File: src/rtl/ti_share_masker.sv
// ti_share_masker: splits each 4-bit nibble into NSHARES Boolean shares
// using fresh LFSR randomness, behind a one-entry registered valid/ready stage.
//
// Ports:
//   clk, rst          clock, synchronous active-high reset
//   in_data/in_valid  unmasked nibble and its valid flag
//   in_ready          nibble accepted when in_valid && in_ready
//   out_shares        share i at bits [4i+3:4i]; XOR of all shares = nibble
//   out_valid         out_shares valid; held until out_ready
//   out_ready         downstream accepts out_shares
//   busy_warm         high while the LFSR is warming up after reset/reseed
//   seed_load/seed_val  (only with TI_MASK_RESEED_EN) runtime LFSR reseed
//
// Optional feature macro: TI_MASK_RESEED_EN
module ti_share_masker #(
    parameter int          NSHARES = 3,
    parameter logic [31:0] SEED    = 32'hACE1_2468,
    parameter int          WARMUP  = 16
) (
    input  logic                   clk,
    input  logic                   rst,
    input  logic [3:0]             in_data,
    input  logic                   in_valid,
    output logic                   in_ready,
    output logic [4*NSHARES-1:0]   out_shares,
    output logic                   out_valid,
    input  logic                   out_ready,
`ifdef TI_MASK_RESEED_EN
    input  logic                   seed_load,
    input  logic [31:0]            seed_val,
`endif
    output logic                   busy_warm
);

    localparam int          RW    = 4 * (NSHARES - 1);
    localparam logic [7:0]  WLAST = 8'(WARMUP - 1);

    typedef enum logic {
        WARM = 1'b0,
        RUN  = 1'b1
    } state_t;

    state_t                 state, state_n;
    logic [7:0]             cnt, cnt_n;
    logic [31:0]            lfsr, lfsr_n, lfsr_adv;
    logic                   ov_n;
    logic [4*NSHARES-1:0]   sh_n;
    logic [3:0]             s0;
    logic                   accept;
    logic                   blk;

    function automatic logic [31:0] lfsr_step(input logic [31:0] l);
        return {l[30:0], l[31] ^ l[21] ^ l[1] ^ l[0]};
    endfunction

`ifdef TI_MASK_RESEED_EN
    assign blk = seed_load;
`else
    assign blk = 1'b0;
`endif

    // Reseed blocks acceptance combinationally so it wins over an input.
    assign in_ready  = (state == RUN) && (!out_valid || out_ready) && !blk;
    assign busy_warm = (state == WARM);
    assign accept    = in_valid && in_ready;

    // RW single steps unrolled; consumed only on an accept.
    always_comb begin
        lfsr_adv = lfsr;
        for (int i = 0; i < RW; i++) begin
            lfsr_adv = lfsr_step(lfsr_adv);
        end
    end

    // s_1..s_{n-1} are the raw random nibbles; s_0 absorbs the data.
    always_comb begin
        sh_n = out_shares;
        s0   = in_data;
        for (int i = 1; i < NSHARES; i++) begin
            sh_n[4*i +: 4] = lfsr[4*(i-1) +: 4];
            s0             = s0 ^ lfsr[4*(i-1) +: 4];
        end
        sh_n[3:0] = s0;
    end

    always_comb begin
        state_n = state;
        cnt_n   = cnt;
        lfsr_n  = lfsr;
        ov_n    = out_valid && !out_ready;
        unique case (state)
            WARM: begin
                lfsr_n = lfsr_step(lfsr);
                cnt_n  = cnt + 8'd1;
                if (cnt == WLAST) begin
                    state_n = RUN;
                end
            end
            RUN: begin
                if (accept) begin
                    lfsr_n = lfsr_adv;
                    ov_n   = 1'b1;
                end
            end
            default: state_n = WARM;
        endcase
        // An all-zero LFSR would lock up; fall back to the seed.
        if (lfsr_n == 32'd0) begin
            lfsr_n = SEED;
        end
`ifdef TI_MASK_RESEED_EN
        if (seed_load) begin
            lfsr_n  = (seed_val == 32'd0) ? SEED : seed_val;
            cnt_n   = 8'd0;
            state_n = WARM;
        end
`endif
    end

    always_ff @(posedge clk) begin
        if (rst) begin
            state      <= WARM;
            cnt        <= 8'd0;
            lfsr       <= SEED;
            out_valid  <= 1'b0;
            out_shares <= '0;
        end else begin
            state     <= state_n;
            cnt       <= cnt_n;
            lfsr      <= lfsr_n;
            out_valid <= ov_n;
            if (accept) begin
                out_shares <= sh_n;
            end
        end
    end

endmodule

File: config.mk
export PLATFORM = sky130hd
export DESIGN_NAME = ti_share_masker
export DESIGN_NICKNAME = d
export VERILOG_FILES = /design/src/rtl/ti_share_masker.sv
export SDC_FILE = /design/constraint.sdc
export NUM_CORES = 1
export LEC_CHECK = 0
export CORE_UTILIZATION = 45
export CTS_CLUSTER_SIZE = 25
export DETAILED_ROUTE_END_ITERATION = 7
export SYNTH_ARGS = -nofsm -noshare
export SYNTH_HDL_FRONTEND = slang
export SYNTH_SLANG_ARGS = --single-unit
File: constraint.sdc
create_clock -name clk -period 2.8 [get_ports clk]
set_input_delay 0.28 -clock clk [delete_from_list [all_inputs] [get_ports clk]]
set_output_delay 0.28 -clock clk [all_outputs]
set_load 0.03 [all_outputs]
* After elaboration in Yosys (flattened, before gate mapping) *
Index checks and enable logic that the tools add are counted.

word-level totals
  output and inout bits = 15
  flip-flop bits (word level) = 54
  word-level logic and storage cells = 48

operators by class
  add/sub/neg operators = 1
  bitwise operators = 27
  reduce and logical (&&, ||, !) cells = 8
  equality and inequality tests = 1
  mux-type cells = 6

operator list
  cell                                                                   count
  32-bit case mux with 2 select lines                                    1
  32-bit logical NOT                                                     1
  32-bit 2-to-1 mux                                                      1
  1-bit XOR                                                              24
  8-bit by 1-bit adder with 8-bit output, second input constant          1
  8-bit by 4-bit equality test with 1-bit output, second input constant  1
  4-bit XOR                                                              2
  1-bit 2-to-1 mux                                                       4
  1-bit logical AND                                                      3
  1-bit logical NOT                                                      2
  2-bit OR reduction                                                     1
  1-bit logical OR                                                       1
  1-bit inverter                                                         1

* Logic depth before layout (Yosys ltp) *
  depth after elaboration = 14
  depth in mapped cells = 10
  depth with buffers taken out = 7

* Worst setup path after synthesis *
No wires, ideal clock.

  path kind = register -> register
  start point = register lfsr[1]
  end point = register lfsr[10]
  path slack = 368 ps
  stages on the path, launching flop included = 10
  period minus slack after synthesis = 2432 ps
  path buffers = 2
  required time = 2733 ps
  arrival = 2365 ps
  cell sequence = dfxtp_1 buf_6 xnor3_2 xor2_2 xnor3_2 and4_4 nor3_2 nand4_2 buf_6 o21ai_2

between the ends
  cells in the longest elaborated chain, start to end = 13
  elaborated cells between the ends (all ways) = 19

RTL lines
  what                                   line  RTL
  start, declared                        45    logic [31:0] lfsr, lfsr_n, lfsr_adv;
  start signal, assigned                 130   lfsr <= lfsr_n;
  1-bit XOR (9 in a row)                 53    return {l[30:0], l[31] ^ l[21] ^ l[1] ^ l[0]};
  32-bit 2-to-1 mux                      100   if (accept) begin
  32-bit case mux with 2 select lines *  91    unique case (state)
  32-bit logical NOT *                   108   if (lfsr_n == 32'd0) begin
  2-bit OR reduction (no line) *         n/a

Every way passes the cells marked *; elsewhere a longest branch is shown, timed or not.
A chain may end at the register's enable or synchronous reset.

* Final worst setup path *
  start point = register lfsr[1]
  end point = register lfsr[22]

The elaborated chain is that of the path after synthesis.

==> reports/qor.yml <==
worst_hold_slack_ns: 0.4993
start_kind: "register"
p_sw_frac: 0.3146
cts_setup_buffers: 0
grt.overflow.total: 0
r2r_start: "lfsr[1]$_SDFF_PP0_"
drt_first_pass_iters: 6
start_util: 0.4682
synth-xor-area-share: 0.1204
crit_start: "lfsr[1]$_SDFF_PP0_"
crit_slowest_cell: "xnor3_2"
antenna_found_initial: 0
grt_max_degree: 55
rows: 29
pwr-share-seq: 0.443
path_class: "reg2reg"
syn-instance-count: 380
cts_tree: "done"
areaGrowthSynthToFinish_pct: 14.94
relSlewSlack: 0.3204
antennaDiodeCount: 0
die_h_um: 83.28
path_clk_slew_ns: 0.10
numCtsBuffers: 5
synth_edf_count: 0
status: "completed"
final_common_cell: "nor2_1"
maxSlewViolCount: 0
peakVddDrop_mv: 0.3485
synth_compound_area_frac: 0.1806
pwr-share-clk: 0.268
muxShareOfSynthArea: 0.03367
cts_buffer_depth: 2
fin_crit_ns: 2.579
core_area_um2: 6350
synth_top_family_by_area: "simple AND/OR/NAND/NOR gates"
clk_latency_ns: 0.31
cp_common_cell: "xnor3_2"
synth_nets: 389
grt_pass1_wl_um: 12980
port_buffers: 22
path_buf_inv: 1
drt_iter0_markers: 268
finalSetupViolations: 0
synth_top_cell_by_area: "dfxtp_1"
hold_path.class: "reg2reg"
power.share.combinational: 0.289
io_pins: 23
gp_congestion: 0.8623
worst_pin_slew_ns: 1.019
fin_setup_tns_ns: 0
cts-resized-gates: 0
power_density_nw_per_um2: 572.5
num-fill-cells: 619
cp_top_family: "XOR/XNOR gates"
synth_warnings: 0
drive_above_1_share: 0.1162
hold_buffers: 0
dieArea_um2: 6936
skew_ns: 0.006916
synth.top_cell.area_share: 0.3636
yosys.area_share.adder: 0.004209
maxCapViolations: 0
vias_per_cell: 5.668
syn_area_um2: 2973
crit_required_ns: 3.05
crit_path_end_kind: "register"
die_w_um: 83.28
slowest_delay_ns: 0.49
cp.arrival_ns: 2.83
ys_async_sr_fraction: 0
post_drt_wl_per_cell_um: 16.36
ys_seq_area_frac: 0.3636
grt_pass1_vias: 2491
finalCritPeriodShare: 0.9212
dp_hpwl_um: 5391
critPathMaxFanout: 10
grtUsageTotal: 0.2344
synth-simple-area-share: 0.2458
layout.cells.most_common_list: "nor2_1, nand2_1, dfxtp_1"
routed_wl_um: 7738
p_sw_mw: 0.6153
rsz0062_at_grt: "false"
cts_root_buf: "clkbuf_8"
path_cells: "xnor3_2 > xor2_2 > xnor3_2 > and4_4 > nor3_2 > nand4_2 > buf_4 > o21ai_2"
power.internal_mw: 1.341
drc: 0
ys.flop_type: "dfxtp_1"
ys_types: 43
final-hold-violation-count: 0
power_leakage_nw: 1.330
postSynthAreaPerCell_um2: 7.823
ys_seq_elements: 54
min_from: "out_shares[10]$_SDFFE_PP0P_"
clock.fmax_mhz: 387.7
ant_nets: 0
htreeDepth: 2
cts_sinks: 54
fin_nets: 405
synthTopCellsByArea: "dfxtp_1, nor2_1, nand2_1, xnor2_1, mux2i_1"
dr_total_vias: 2681
-- layer usage --
layer / global-route usage / up-vias / wire (µm)
met3: 0.04473 / 12 / 547
met5: 0 / - / 0
li1: - / 1330 / -
met4: 0.07053 / 0 / 135
met1: 0.3279 / 1236 / 3577
met2: 0.3659 / 103 / 3478
-- state kept, by name, summed over array words and instances, names as in the netlist --
signal,cells
out_shares,12
state,1
cnt,8
lfsr,32
out_valid,1
-- power groups by stage --
stage | Combinational, mW | Sequential (mW) | Clock, mW
after floorplan | 0.427 | 0.858 | 0
after global placement | 0.561 | 0.882 | 0
after detailed placement | 0.566 | 0.883 | 0
after CTS | 0.567 | 0.865 | 0.537
after global routing | 0.620 | 0.872 | 0.569
final | 0.566 | 0.866 | 0.525
-- cell usage after synthesis, types with 2 or more instances --
| cell | number |
|---|---|
| a21boi_0 | 3 |
| a21oi_1 | 10 |
| a2bb2oi_1 | 2 |
| a311oi_1 | 10 |
| a31oi_1 | 12 |
| buf_1 | 4 |
| buf_2 | 3 |
| buf_6 | 2 |
| clkbuf_1 | 21 |
| dfxtp_1 | 54 |
| inv_1 | 4 |
| mux2i_1 | 10 |
| nand2_1 | 56 |
| nand2b_1 | 2 |
| nand3_1 | 7 |
| nand4_1 | 4 |
| nor2_1 | 79 |
| nor2b_1 | 6 |
| nor3_1 | 7 |
| nor4_1 | 6 |
| o2111ai_1 | 2 |
| o211ai_1 | 2 |
| o21ai_0 | 14 |
| o21ai_2 | 10 |
| o22a_1 | 2 |
| o22ai_1 | 3 |
| o2bb2ai_1 | 2 |
| xnor2_1 | 18 |
| xnor3_2 | 2 |
| xor2_1 | 10 |
-- worst paths after layout --
kind              slack [ns]                     endpoint  cells after the start
hold reg to reg         0.50  out_shares[10]$_SDFFE_PP0P_                      2
hold / removal          0.50  out_shares[10]$_SDFFE_PP0P_                      2
setup reg to reg        0.22          lfsr[22]$_SDFF_PP1_                      8
setup / recovery        0.22          lfsr[22]$_SDFF_PP1_                      8
-- worst register-to-register path, cell delays in order, from the launching register on --
cell	delay (ns)
dfxtp_1	0.36
xnor3_2	0.48
xor2_2	0.24
xnor3_2	0.49
and4_4	0.20
nor3_2	0.23
nand4_2	0.16
buf_4	0.24
o21ai_2	0.12
-- cell families (layout without fill, tap and decap cells) --
kind of cell             count (synthesis)  in the layout
flip-flops                              54             54
XOR/XNOR                                33             33
multiplexers                            10             10
AO/OA/AOI/OAI                           76             76
buffers and inverters                   35             51
adder cells (fa/ha/maj)                  1              1
AND/OR/NAND/NOR                        171            171
-- through the flow --
stage | instance area (µm²) | worst slack (ns) | total power [mW] | util | std cells
after floorplan | 2973 | 0.3682 | 1.285 | - | 380
after global routing | 3417 | 0.06542 | 2.061 | 0.5381 | 473
after global placement | 3309 | 0.1587 | 1.444 | 0.5212 | 466
final | 3417 | 0.2208 | 1.956 | 0.5381 | 473
after CTS | 3417 | 0.2132 | 1.969 | 0.5381 | 473
after detailed placement | 3309 | 0.1216 | 1.449 | 0.5212 | 466
-- cell type report --
| type | instances | area, µm² | area share |
|---|---|---|---|
| well taps | 77 | 96.34 | 0.02819 |
| clock inverters | 2 | 38.79 | 0.01135 |
| repair buffers | 40 | 375.4 | 0.1098 |
| multi-input cells | 291 | 1740 | 0.5093 |
| clock buffers | 5 | 68.82 | 0.02014 |
| inverters | 4 | 15.01 | 0.004394 |
| flip-flops and latches | 54 | 1082 | 0.3167 |
Power figures use the tool's default switching activity.
